--- src/rtl/axis_uart.sv ---
// axis_uart: 8N1 UART bridging AXI-Stream byte streams to an RS-232 line pair.
// Transmitter and receiver are independent FSMs sharing only the clock and reset.
module axis_uart #(
    parameter int CLOCK_FREQ = 10_000_000,
    parameter int BAUD_RATE  = 115200
) (
    input  logic       clk,
    input  logic       resetn,
    input  logic       rxd,
    output logic       txd,
    input  logic [7:0] s_tdata,
    input  logic       s_tvalid,
    output logic       s_tready,
    output logic [7:0] m_tdata,
    output logic       m_tvalid,
    input  logic       m_tready
);
    localparam int BIT_CYCLES = (CLOCK_FREQ + BAUD_RATE / 2) / BAUD_RATE;
    localparam int CNT_W      = $clog2(BIT_CYCLES);
    localparam logic [CNT_W-1:0] BIT_LAST  = CNT_W'(BIT_CYCLES - 1);
    localparam logic [CNT_W-1:0] HALF_LAST = CNT_W'(BIT_CYCLES / 2 - 1);

    typedef enum logic [1:0] {IDLE, START, DATA, STOP} state_t;

    state_t           tx_state_q, tx_state_d;
    logic [CNT_W-1:0] tx_cnt_q, tx_cnt_d;
    logic [2:0]       tx_bit_q, tx_bit_d;
    logic [7:0]       tx_shift_q, tx_shift_d;
    logic             txd_q, txd_d;
    logic             s_tready_q, s_tready_d;

    always_comb begin
        tx_state_d = tx_state_q;
        tx_cnt_d   = tx_cnt_q + 1'b1;
        tx_bit_d   = tx_bit_q;
        tx_shift_d = tx_shift_q;
        txd_d      = txd_q;
        s_tready_d = s_tready_q;
        case (tx_state_q)
            IDLE: begin
                tx_cnt_d   = '0;
                txd_d      = 1'b1;
                s_tready_d = 1'b1;
                if (s_tvalid && s_tready_q) begin
                    tx_shift_d = s_tdata;
                    s_tready_d = 1'b0;
                    txd_d      = 1'b0;
                    tx_state_d = START;
                end
            end
            START: begin
                if (tx_cnt_q == BIT_LAST) begin
                    tx_cnt_d   = '0;
                    tx_bit_d   = '0;
                    txd_d      = tx_shift_q[0];
                    tx_shift_d = {1'b0, tx_shift_q[7:1]};
                    tx_state_d = DATA;
                end
            end
            DATA: begin
                if (tx_cnt_q == BIT_LAST) begin
                    tx_cnt_d = '0;
                    if (tx_bit_q == 3'd7) begin
                        txd_d      = 1'b1;
                        tx_state_d = STOP;
                    end else begin
                        tx_bit_d   = tx_bit_q + 1'b1;
                        txd_d      = tx_shift_q[0];
                        tx_shift_d = {1'b0, tx_shift_q[7:1]};
                    end
                end
            end
            STOP: begin
                // Ready rises as the stop bit ends, so the next byte can start one cycle later.
                if (tx_cnt_q == BIT_LAST) begin
                    tx_cnt_d   = '0;
                    s_tready_d = 1'b1;
                    tx_state_d = IDLE;
                end
            end
            default: tx_state_d = IDLE;
        endcase
    end

    always_ff @(posedge clk) begin
        if (!resetn) begin
            tx_state_q <= IDLE;
            tx_cnt_q   <= '0;
            tx_bit_q   <= '0;
            tx_shift_q <= '0;
            txd_q      <= 1'b1;
            s_tready_q <= 1'b0;
        end else begin
            tx_state_q <= tx_state_d;
            tx_cnt_q   <= tx_cnt_d;
            tx_bit_q   <= tx_bit_d;
            tx_shift_q <= tx_shift_d;
            txd_q      <= txd_d;
            s_tready_q <= s_tready_d;
        end
    end

    logic             rx_s1_q, rx_s2_q, rx_prev_q;
    state_t           rx_state_q, rx_state_d;
    logic [CNT_W-1:0] rx_cnt_q, rx_cnt_d;
    logic [2:0]       rx_bit_q, rx_bit_d;
    logic [7:0]       rx_shift_q, rx_shift_d;
    logic [7:0]       m_tdata_q, m_tdata_d;
    logic             m_tvalid_q, m_tvalid_d;

    always_comb begin
        rx_state_d = rx_state_q;
        rx_cnt_d   = rx_cnt_q + 1'b1;
        rx_bit_d   = rx_bit_q;
        rx_shift_d = rx_shift_q;
        m_tdata_d  = m_tdata_q;
        m_tvalid_d = m_tvalid_q && !m_tready;
        case (rx_state_q)
            IDLE: begin
                // Requiring a 1->0 transition also holds off re-arming after a framing error.
                rx_cnt_d = '0;
                if (rx_prev_q && !rx_s2_q) rx_state_d = START;
            end
            START: begin
                if (rx_cnt_q == HALF_LAST) begin
                    rx_cnt_d   = '0;
                    rx_bit_d   = '0;
                    rx_state_d = rx_s2_q ? IDLE : DATA;
                end
            end
            DATA: begin
                if (rx_cnt_q == BIT_LAST) begin
                    rx_cnt_d   = '0;
                    rx_shift_d = {rx_s2_q, rx_shift_q[7:1]};
                    if (rx_bit_q == 3'd7) rx_state_d = STOP;
                    else                  rx_bit_d   = rx_bit_q + 1'b1;
                end
            end
            STOP: begin
                if (rx_cnt_q == BIT_LAST) begin
                    rx_cnt_d   = '0;
                    rx_state_d = IDLE;
                    if (rx_s2_q) begin
                        m_tdata_d  = rx_shift_q;
                        m_tvalid_d = 1'b1;
                    end
                end
            end
            default: rx_state_d = IDLE;
        endcase
    end

    always_ff @(posedge clk) begin
        if (!resetn) begin
            rx_s1_q    <= 1'b1;
            rx_s2_q    <= 1'b1;
            rx_prev_q  <= 1'b1;
            rx_state_q <= IDLE;
            rx_cnt_q   <= '0;
            rx_bit_q   <= '0;
            rx_shift_q <= '0;
            m_tdata_q  <= '0;
            m_tvalid_q <= 1'b0;
        end else begin
            rx_s1_q    <= rxd;
            rx_s2_q    <= rx_s1_q;
            rx_prev_q  <= rx_s2_q;
            rx_state_q <= rx_state_d;
            rx_cnt_q   <= rx_cnt_d;
            rx_bit_q   <= rx_bit_d;
            rx_shift_q <= rx_shift_d;
            m_tdata_q  <= m_tdata_d;
            m_tvalid_q <= m_tvalid_d;
        end
    end

    assign txd      = txd_q;
    assign s_tready = s_tready_q;
    assign m_tdata  = m_tdata_q;
    assign m_tvalid = m_tvalid_q;
endmodule

--- config.mk ---
export PLATFORM = sky130hd
export DESIGN_NAME = axis_uart
export DESIGN_NICKNAME = d
export VERILOG_FILES = /design/src/rtl/axis_uart.sv
export SDC_FILE = /design/constraint.sdc
export NUM_CORES = 1
export LEC_CHECK = 0
export CORE_MARGIN = 8
export CORE_UTILIZATION = 35
export CTS_BUF_LIST = sky130_fd_sc_hd__clkbuf_4 sky130_fd_sc_hd__clkbuf_8 sky130_fd_sc_hd__clkbuf_16
export DETAILED_ROUTE_END_ITERATION = 6
export PLACE_DENSITY = 0.65
export SETUP_SLACK_MARGIN = 0.1
export SLEW_MARGIN = 20
export SYNTH_ARGS = -nofsm -noshare
export SYNTH_HDL_FRONTEND = slang
export SYNTH_SLANG_ARGS = --single-unit
export TNS_END_PERCENT = 1
--- constraint.sdc ---
create_clock -name clk -period 2.2 [get_ports clk]
set_clock_uncertainty 0.2 [all_clocks]
set_input_delay 0.33 -clock clk [delete_from_list [all_inputs] [get_ports clk]]
set_output_delay 0.33 -clock clk [all_outputs]
set_load 0.02 [all_outputs]
==> results of run 1 <==
## sequential cells by signal, indices dropped and copies added, names as in the netlist, named ones only
signal	count
rx_prev_q	1
rx_s1_q	1
rx_shift_q	8
rx_state_q	1
s_tready	1
rx_s2_q	1
txd	1
tx_state_q	2
rx_cnt_q	7
rx_bit_q	3
tx_shift_q	8
tx_cnt_q	7
tx_bit_q	3
m_tvalid	1
m_tdata	8
## final timing paths
check / to / slack, ps / cells after the start
min reg2reg: rx_s2_q$_SDFF_PN1_ / 220 / 1
max: tx_bit_q[2]$_SDFFE_PN0P_ / 180 / 6
max reg2reg: tx_bit_q[2]$_SDFFE_PN0P_ / 180 / 6
min: rx_s2_q$_SDFF_PN1_ / 220 / 1
## report_power, final
part | switching [mW] | total (mW) | leakage (nW) | internal (mW)
registers | 0.0788 | 1.17 | 0.438 | 1.09
clock network | 0.303 | 0.517 | 0.0438 | 0.214
logic | 0.418 | 0.752 | 0.567 | 0.334
total | 0.800 | 2.44 | 1.05 | 1.64
## through the flow
step	setup WS (ps)	instance area [um2]
after global routing	50.6	2890
final	179	2890
after detailed placement	160	2810
after floorplan	331	2490
after global placement	213	2810
after CTS	240	2890
## logic make-up after synthesis
group                    count (synthesis)  synth area share (%)
AO/OA/AOI/OAI                           47                  15.1
XOR/XNOR                                10                  3.51
adder cells (fa/ha/maj)                 13                  6.53
buffers and inverters                   18                  4.27
flip-flops                              54                  43.4
multiplexers                            18                  7.23
AND/OR/NAND/NOR                         98                  20.0
## critical path: stages, from the launching register on
cell	delay (ps)
dfxtp_1	380
inv_1	100
ha_1	260
nand3b_1	200
o22ai_1	290
nor2_1	130
a311o_1	360
## metal layers
layer,part of all wire (%),up-vias
met2,45,20
met4,1.2,0
met3,4.5,4
met5,0,-
li1,-,969
met1,50,859
## cell usage in the layout, fill, tap and decap left out, types with 3 or more instances in the layout
master,count
and3_1,5
buf_4,5
clkbuf_8,5
clkdlybuf4s50_1,23
dfxtp_1,54
ha_1,13
inv_1,6
mux2i_1,18
nand2_1,20
nand2b_1,7
nand3_1,15
nor2_1,32
nor3_1,3
o21ai_0,5
o21ai_2,9
o2bb2ai_1,8
xnor2_1,6
xor2_1,4
## area by class of cell
class                   instances  area, um2  area share (%)
clock buffers                   5       68.8            2.38
clock inverters                 2       10.0           0.346
inverters                       7       26.3           0.909
multi-input cells             186       1320            45.5
flip-flops and latches         54       1080            37.4
well taps                      96        120            4.16
repair buffers                 28        268            9.27
==> impl_metrics.tcl, run 1 <==
set metrics [dict create \
    drt-total-wl_mm 4.60 \
    p_leak_nw 1.05 \
    path_max_fanout 5 \
    numPlacedInstances 371 \
    setup_viol_count_final 0 \
    ys.warnings.count 0 \
    track_usage_pct 9.69 \
    peakVddDrop_mv 0.250 \
    yosysMostFrequentCell "dfxtp_1" \
    clkLatencyLatePin_ps 300 \
    synth_top_area_share_pct 43.4 \
    r2r_start "tx_state_q[0]$_SDFFE_PN0P_" \
    post-dp-hpwl_mm 3.31 \
    synth_area_leaders "dfxtp_1 (43%), mux2i_1 (7.2%), ha_1 (6.5%), nor2_1 (4.8%), nand2_1 (3.0%)" \
    finalPower_mw 2.44 \
    clock_sinks 54 \
    start_util_pct 36.5 \
    tightest_slew_ps 590 \
    area_growth_pct 15.9 \
    cts_inserted_buffers 5 \
    outcome "finished clean" \
    postSynth.asyncResetShare_pct 0 \
    grt_pass1_vias 1795 \
    coreArea_um2 6830 \
    grt_pass1_wl_mm 8.05 \
    grt_use_met2_pct 15.8 \
    post-route-util_pct 42.3 \
    crit_type "reg -> reg" \
    cp-end-kind "flip-flop" \
    netlist-cell-type-count 54 \
    cts_setup_buffers 0 \
    yosysSeqAreaShare_pct 43.4 \
    place_congestion 0.778 \
    power.density_nw_per_um2 846 \
    met1_usage_pct 11.5 \
    maxSlewHeadroom_pct 60.4 \
    synth_ff_type "dfxtp_1" \
    die_area_um2 10100 \
    antennaDiodeCount 0 \
    hold_violations 0 \
    holdBufCountCts 0 \
    hold_slack_ps 221 \
    route.detailed.drc 0 \
    dr.pass1.iters 4 \
    postRouteAntennaNets 0 \
    synth_area_um2 2490 \
    num_vias 1852 \
    synth_edf_count 0 \
    rsz0062_at_grt "true" \
    max-cap-violations 0 \
    grt-ovfl-total 0 \
    ctsHtreeMaxLevel 2 \
    crit_required_ps 2200 \
    drt-wirelength-per-cell_um 12.2 \
    antenna_found_initial 0 \
    grt-busiest-layer "met2" \
    drive_above_1_share_pct 10.3 \
    synthCells 258 \
    dieHeight_um 100 \
    drv_slew 0 \
    grtUsageMet3_pct 2.91 \
    ioPinCount 24 \
    synth-seq-cells 54 \
    hp-class "reg -> reg" \
    io_buffer_count 23 \
    synth_area_per_cell_um2 9.66 \
    finalSetupTns_ps 0 \
    hp-start "rx_s1_q$_SDFF_PN1_" \
    nets 308 \
    start_kind "flip-flop" \
    die-width_um 100 \
    clk_pin_slew_worst_paths_ps 90 \
    fillers 712 \
    cts_resized 0 \
    crit_start "tx_state_q[0]$_SDFFE_PN0P_" \
    fmax_mhz 495 \
    synth_area_leader_cell "dfxtp_1" \
    post-route-min-period_ps 2020 \
    cts_tree "done" \
    cp.arrival_ps 2020 \
    fin_cells 378 \
    row_count 30 \
    clockBufferDepth 2 \
    grt_max_degree 38 \
    cts_root_buf "clkbuf_8" \
    drt-initial-drc-count 106 \
    synth_nets 284 \
    synth.cells.most_frequent "dfxtp_1 (54), nor2_1 (32), nand2_1 (20)" \
    vias_per_cell 4.90 \
    finalCritPeriodShare_pct 91.9 \
]
(Power assumes the default switching activity.)
==> run 2: changes to the inputs <==
CORE_UTILIZATION = 55   (was 35)
PLACE_DENSITY = 0.89   (was 0.65)
==> run 2 against run 1 <==
Core utilization is 23 points higher. Hold slack worse by 6.2 ps. First-iteration DRC count is 31% lower. Register-to-register slack worse by 80 ps. Cell area is 0.91% lower. Via count is 2.1% higher. Count of clock-buffer cells in the layout is 1 higher. Non-clock buffer count is 1 lower. Critical path depth stayed put. Maximum frequency is 3.9% lower. Power is 3.8% higher. Global-route usage is 4.4 points higher. Critical endpoint unchanged. Highest routed layer unchanged.
==> impl_metrics.tcl, run 2 (synthesis results as in run 1) <==
set metrics [dict create \
    outcome "finished clean" \
    drt-wirelength-per-cell_um 14.4 \
    drive_above_1_share_pct 10.6 \
    maxSlewHeadroom_pct 66.4 \
    crit_start "tx_bit_q[0]$_SDFFE_PN0P_" \
    cp-end-kind "flip-flop" \
    finalSetupTns_ps 0 \
    cp_num_buf_inv 0 \
    crit_type "reg -> reg" \
    holdBufCountCts 0 \
    numPlacedInstances 326 \
    finalCritPeriodShare_pct 95.6 \
    rsz0062_at_grt "true" \
    clk_pin_slew_worst_paths_ps 90 \
    setup_viol_count_final 0 \
    drt-total-wl_mm 4.80 \
    clock_sinks 54 \
    cts_setup_buffers 0 \
    finalPower_mw 2.54 \
    hp-class "reg -> reg" \
    place_congestion 0.878 \
    start_kind "flip-flop" \
    cts_root_buf "clkbuf_8" \
    tightest_slew_ps 498 \
    drt-initial-drc-count 73 \
    rr_worst_depth 6 \
    route.detailed.drc 0 \
    die_area_um2 6940 \
    grt-ovfl-total 0 \
    start_util_pct 57.2 \
    peakVddDrop_mv 0.635 \
    clockBufferDepth 2 \
    dieHeight_um 83.3 \
    post-route-min-period_ps 2100 \
    ioPinCount 24 \
    postRouteAntennaNets 0 \
    cts_tree "done" \
    crit_required_ps 2200 \
    r2r_setup_slack_ps 100 \
    grt_max_degree 38 \
    max_stage_delay_ps 380 \
    die-width_um 83.3 \
    clkLatencyLatePin_ps 310 \
    ctsHtreeMaxLevel 2 \
    path_delay_family "simple AND/OR/NAND/NOR gates" \
    post-dp-hpwl_mm 3.39 \
    dr.pass1.iters 5 \
    grt_pass1_wl_mm 8.41 \
    nets 307 \
    r2r_end "tx_bit_q[2]$_SDFFE_PN0P_" \
    hold_violations 0 \
    num_vias 1890 \
    fmax_mhz 476 \
    r2r_start "tx_bit_q[0]$_SDFFE_PN0P_" \
    met1_usage_pct 14.8 \
    p_leak_nw 1.05 \
    grt-busiest-layer "met2" \
    io_buffer_count 23 \
    worstPathCellList "ha_1 > ha_1 > nand3b_1 > nor2_1 > nor2_1 > a311o_1" \
    antennaDiodeCount 0 \
    fin_cells 334 \
    cp-endpoint "tx_bit_q[2]$_SDFFE_PN0P_" \
    final_cell_mix "dfxtp_1 (54), nor2_1 (32), clkdlybuf4s50_1 (23)" \
    power.density_nw_per_um2 886 \
    crit_cells 6 \
    grtUsageMet3_pct 4.79 \
    path_max_fanout 3 \
    post-route-util_pct 65.7 \
    antenna_found_initial 0 \
    area_growth_pct 14.9 \
    coreArea_um2 4350 \
    cts_resized 0 \
    drv_slew 0 \
    grt_use_met2_pct 24.0 \
    max-cap-violations 0 \
    grt_pass1_vias 1941 \
    slowest_stage "a311o_1" \
    track_usage_pct 14.1 \
    row_count 24 \
    cts_inserted_buffers 5 \
    vias_per_cell 5.66 \
    cp.arrival_ps 2100 \
    layout_commonest_cell "dfxtp_1" \
]
## run 2: changes by cell type in the layout (fill, tap and decap cells not counted), sizes merged
| cell | previous run | this run |
|---|---|---|
| buf | 5 | 4 |
| clkbuf | 5 | 6 |
## run 2: worst min path at each step
stage,start,end,cells after the start
2_1_floorplan,rx_s1_q$_SDFF_PN1_,rx_s2_q$_SDFF_PN1_,1
3_3_place_gp,rx_s1_q$_SDFF_PN1_,rx_s2_q$_SDFF_PN1_,1
3_5_place_dp,rx_s1_q$_SDFF_PN1_,rx_s2_q$_SDFF_PN1_,1
4_1_cts,rx_s1_q$_SDFF_PN1_,rx_s2_q$_SDFF_PN1_,1
5_1_grt,rx_s1_q$_SDFF_PN1_,rx_s2_q$_SDFF_PN1_,1
6_report,rx_s1_q$_SDFF_PN1_,rx_s2_q$_SDFF_PN1_,1
## run 2: cell type report
class	instances	area, um2
well taps	52	65.1
fillers	352	1490
clock buffers	6	82.6
multi-input cells	186	1330
inverters	7	26.3
flip-flops and latches	54	1080
repair buffers	27	260
clock inverters	2	17.5
## run 2: per-stage QoR
step	hold slack, ps	setup WS, ps	cell area, um2
floorplan	186	331	2490
global placement	192	239	2740
detailed placement	199	170	2740
CTS	221	140	2840
global route	231	-30.8	2860
finish	215	97.8	2860
## run 2: routing by layer
| metal | routed length (um) | share of wire [%] |
|---|---|---|
| met3 | 228 | 4.8 |
| met2 | 2320 | 48 |
| met1 | 2140 | 45 |
| met5 | 0 | 0 |
| met4 | 100 | 2.1 |
## run 2: power by group
part | total (mW) | internal [mW] | switching [mW]
combinational | 0.772 | 0.338 | 0.434
clock | 0.585 | 0.259 | 0.326
sequential | 1.18 | 1.09 | 0.0845
## run 2: worst reg2reg max path, delay by kind of cell (launching register included)
family / cells / cell delay, ps
compound gates: 1 / 380
fa+ha+maj: 2 / 420
flops: 1 / 340
simple gates: 3 / 650
==> run 3: changes to the inputs <==
clock period = 2.1 ns   (was 2.2 ns; I/O delays follow)
==> run 3 against run 2 <==
Register-to-register slack worse by 20 ps. Sequential share of layout area rose by 0.066 points. Global-route usage decreased by 0.55 points. Core utilization decreased by 0.11 points. Clock power increased by 0.9%. Hold slack better by 7.2 ps. Count of clock-buffer cells in the layout down 1. Flip-flop and latch count unchanged. Sequential power rose by 4%. Wire length decreased by 3.8%. Via count grew 0.11%. Cell area fell by 0.18%. Critical endpoint unchanged. Highest routed layer unchanged.
==> impl_metrics.tcl, run 3 (synthesis results as in run 1) <==
set metrics [dict create \
    outcome "finished clean" \
    dr.pass1.iters 4 \
    finalPower_mw 2.62 \
    post-route-util_pct 65.6 \
    maxSlewHeadroom_pct 58.5 \
    final_cell_mix "dfxtp_1 (54), nor2_1 (32), clkdlybuf4s50_1 (23)" \
    grt-ovfl-total 0 \
    crit_type "reg -> reg" \
    post-dp-hpwl_mm 3.31 \
    cp.arrival_ps 2020 \
    cp-end-kind "flip-flop" \
    rr_worst_depth 6 \
    grt_pass1_vias 1896 \
    drive_above_1_share_pct 10.6 \
    whs_path_depth 1 \
    design_area_um2 2860 \
    place_ws_ps 54.4 \
    route.detailed.drc 0 \
    ctsHtreeMaxLevel 2 \
    finalCritPeriodShare_pct 96.1 \
    place_congestion 0.875 \
    antenna_found_initial 0 \
    post-route-min-period_ps 2020 \
    setup_slack_ps 81.7 \
    holdBufCountCts 0 \
    crit_required_ps 2100 \
    path_max_fanout 3 \
    numPlacedInstances 326 \
    ioPinCount 24 \
    wl_met3_um 173 \
    p_leak_nw 1.05 \
    cts_root_buf "clkbuf_8" \
    postRouteAntennaNets 0 \
    drt-wirelength-per-cell_um 13.8 \
    rsz0062_at_grt "true" \
    cts_inserted_buffers 5 \
    register_area_um2 1080 \
    fillers 348 \
    coreArea_um2 4350 \
    antennaDiodeCount 0 \
    setup_viol_count_final 0 \
    drt-initial-drc-count 134 \
    start_util_pct 57.2 \
    cts_tree "done" \
    io_buffer_count 23 \
    drt-met1-wl_mm 2.08 \
    grt_pass1_wl_mm 8.16 \
    grt_max_degree 38 \
    postPlaceCellArea_um2 2740 \
    peakVddDrop_mv 0.759 \
    clock_sinks 54 \
    start_kind "flip-flop" \
    fin_cells 334 \
    clk_pin_slew_worst_paths_ps 100 \
    vias_per_cell 5.66 \
    dr_wl_met2_mm 2.28 \
    nets 307 \
    power.density_nw_per_um2 918 \
    die-width_um 83.3 \
    area_growth_pct 14.7 \
    fmax_mhz 495 \
    clkLatencyLatePin_ps 310 \
    clockBufferDepth 2 \
    die_area_um2 6940 \
    max-cap-violations 0 \
    layout_commonest_cell "dfxtp_1" \
    hp-class "reg -> reg" \
    row_count 24 \
    tightest_slew_ps 613 \
    hold_violations 0 \
    track_usage_pct 13.6 \
    dieHeight_um 83.3 \
    drt-total-wl_mm 4.62 \
    multi_input_area_um2 1330 \
    drv_slew 0 \
    cts_setup_buffers 0 \
    top_layer_used "met4" \
    num_vias 1892 \
]
## run 3: layer usage
metal | vias to the layer above | global-route usage (%)
met5 | - | 0
met2 | 31 | 23.5
li1 | 959 | -
met1 | 895 | 14.7
met3 | 7 | 3.91
met4 | 0 | 6.87
## run 3: what timing repair did
action / in CTS / in global routing
pin swaps: 0 / 1
gates resized for setup: 1 / 2
setup endpoints to repair: 5 / 19
## run 3: power by group
group / internal, mW / switching (mW) / total (mW)
logic: 0.354 / 0.447 / 0.801
clock network: 0.241 / 0.349 / 0.590
registers: 1.15 / 0.0863 / 1.23
total: 1.74 / 0.882 / 2.62
## run 3: stage by stage
stage | TNS, ps | hold slack (ps)
after floorplan | 0 | 186
after global placement | 0 | 195
after detailed placement | 0 | 206
after CTS | 0 | 228
after global routing | -200 | 248
final | 0 | 222
## run 3: worst paths after layout
path,startpoint,to,slack (ps)
worst min-delay path,rx_s1_q$_SDFF_PN1_,rx_s2_q$_SDFF_PN1_,220
worst max register to register,tx_bit_q[0]$_SDFFE_PN0P_,tx_bit_q[2]$_SDFFE_PN0P_,80
worst max-delay path,tx_bit_q[0]$_SDFFE_PN0P_,tx_bit_q[2]$_SDFFE_PN0P_,80
worst min register to register,rx_s1_q$_SDFF_PN1_,rx_s2_q$_SDFF_PN1_,220
## run 3: critical path: stages, from the launching register on
cell	delay, ps
dfxtp_1	340
ha_1	210
ha_1	200
nand3b_1	180
nor2_1	270
nor2_1	140
a311o_1	360
## run 3: cell type report
type,count,area share [%]
multi-input combinational,186,46.5
sequential,54,37.8
timing repair buffer,27,9.11
clock buffer,5,2.41
tap,52,2.28
clock inverter,3,0.919
inverter,7,0.919
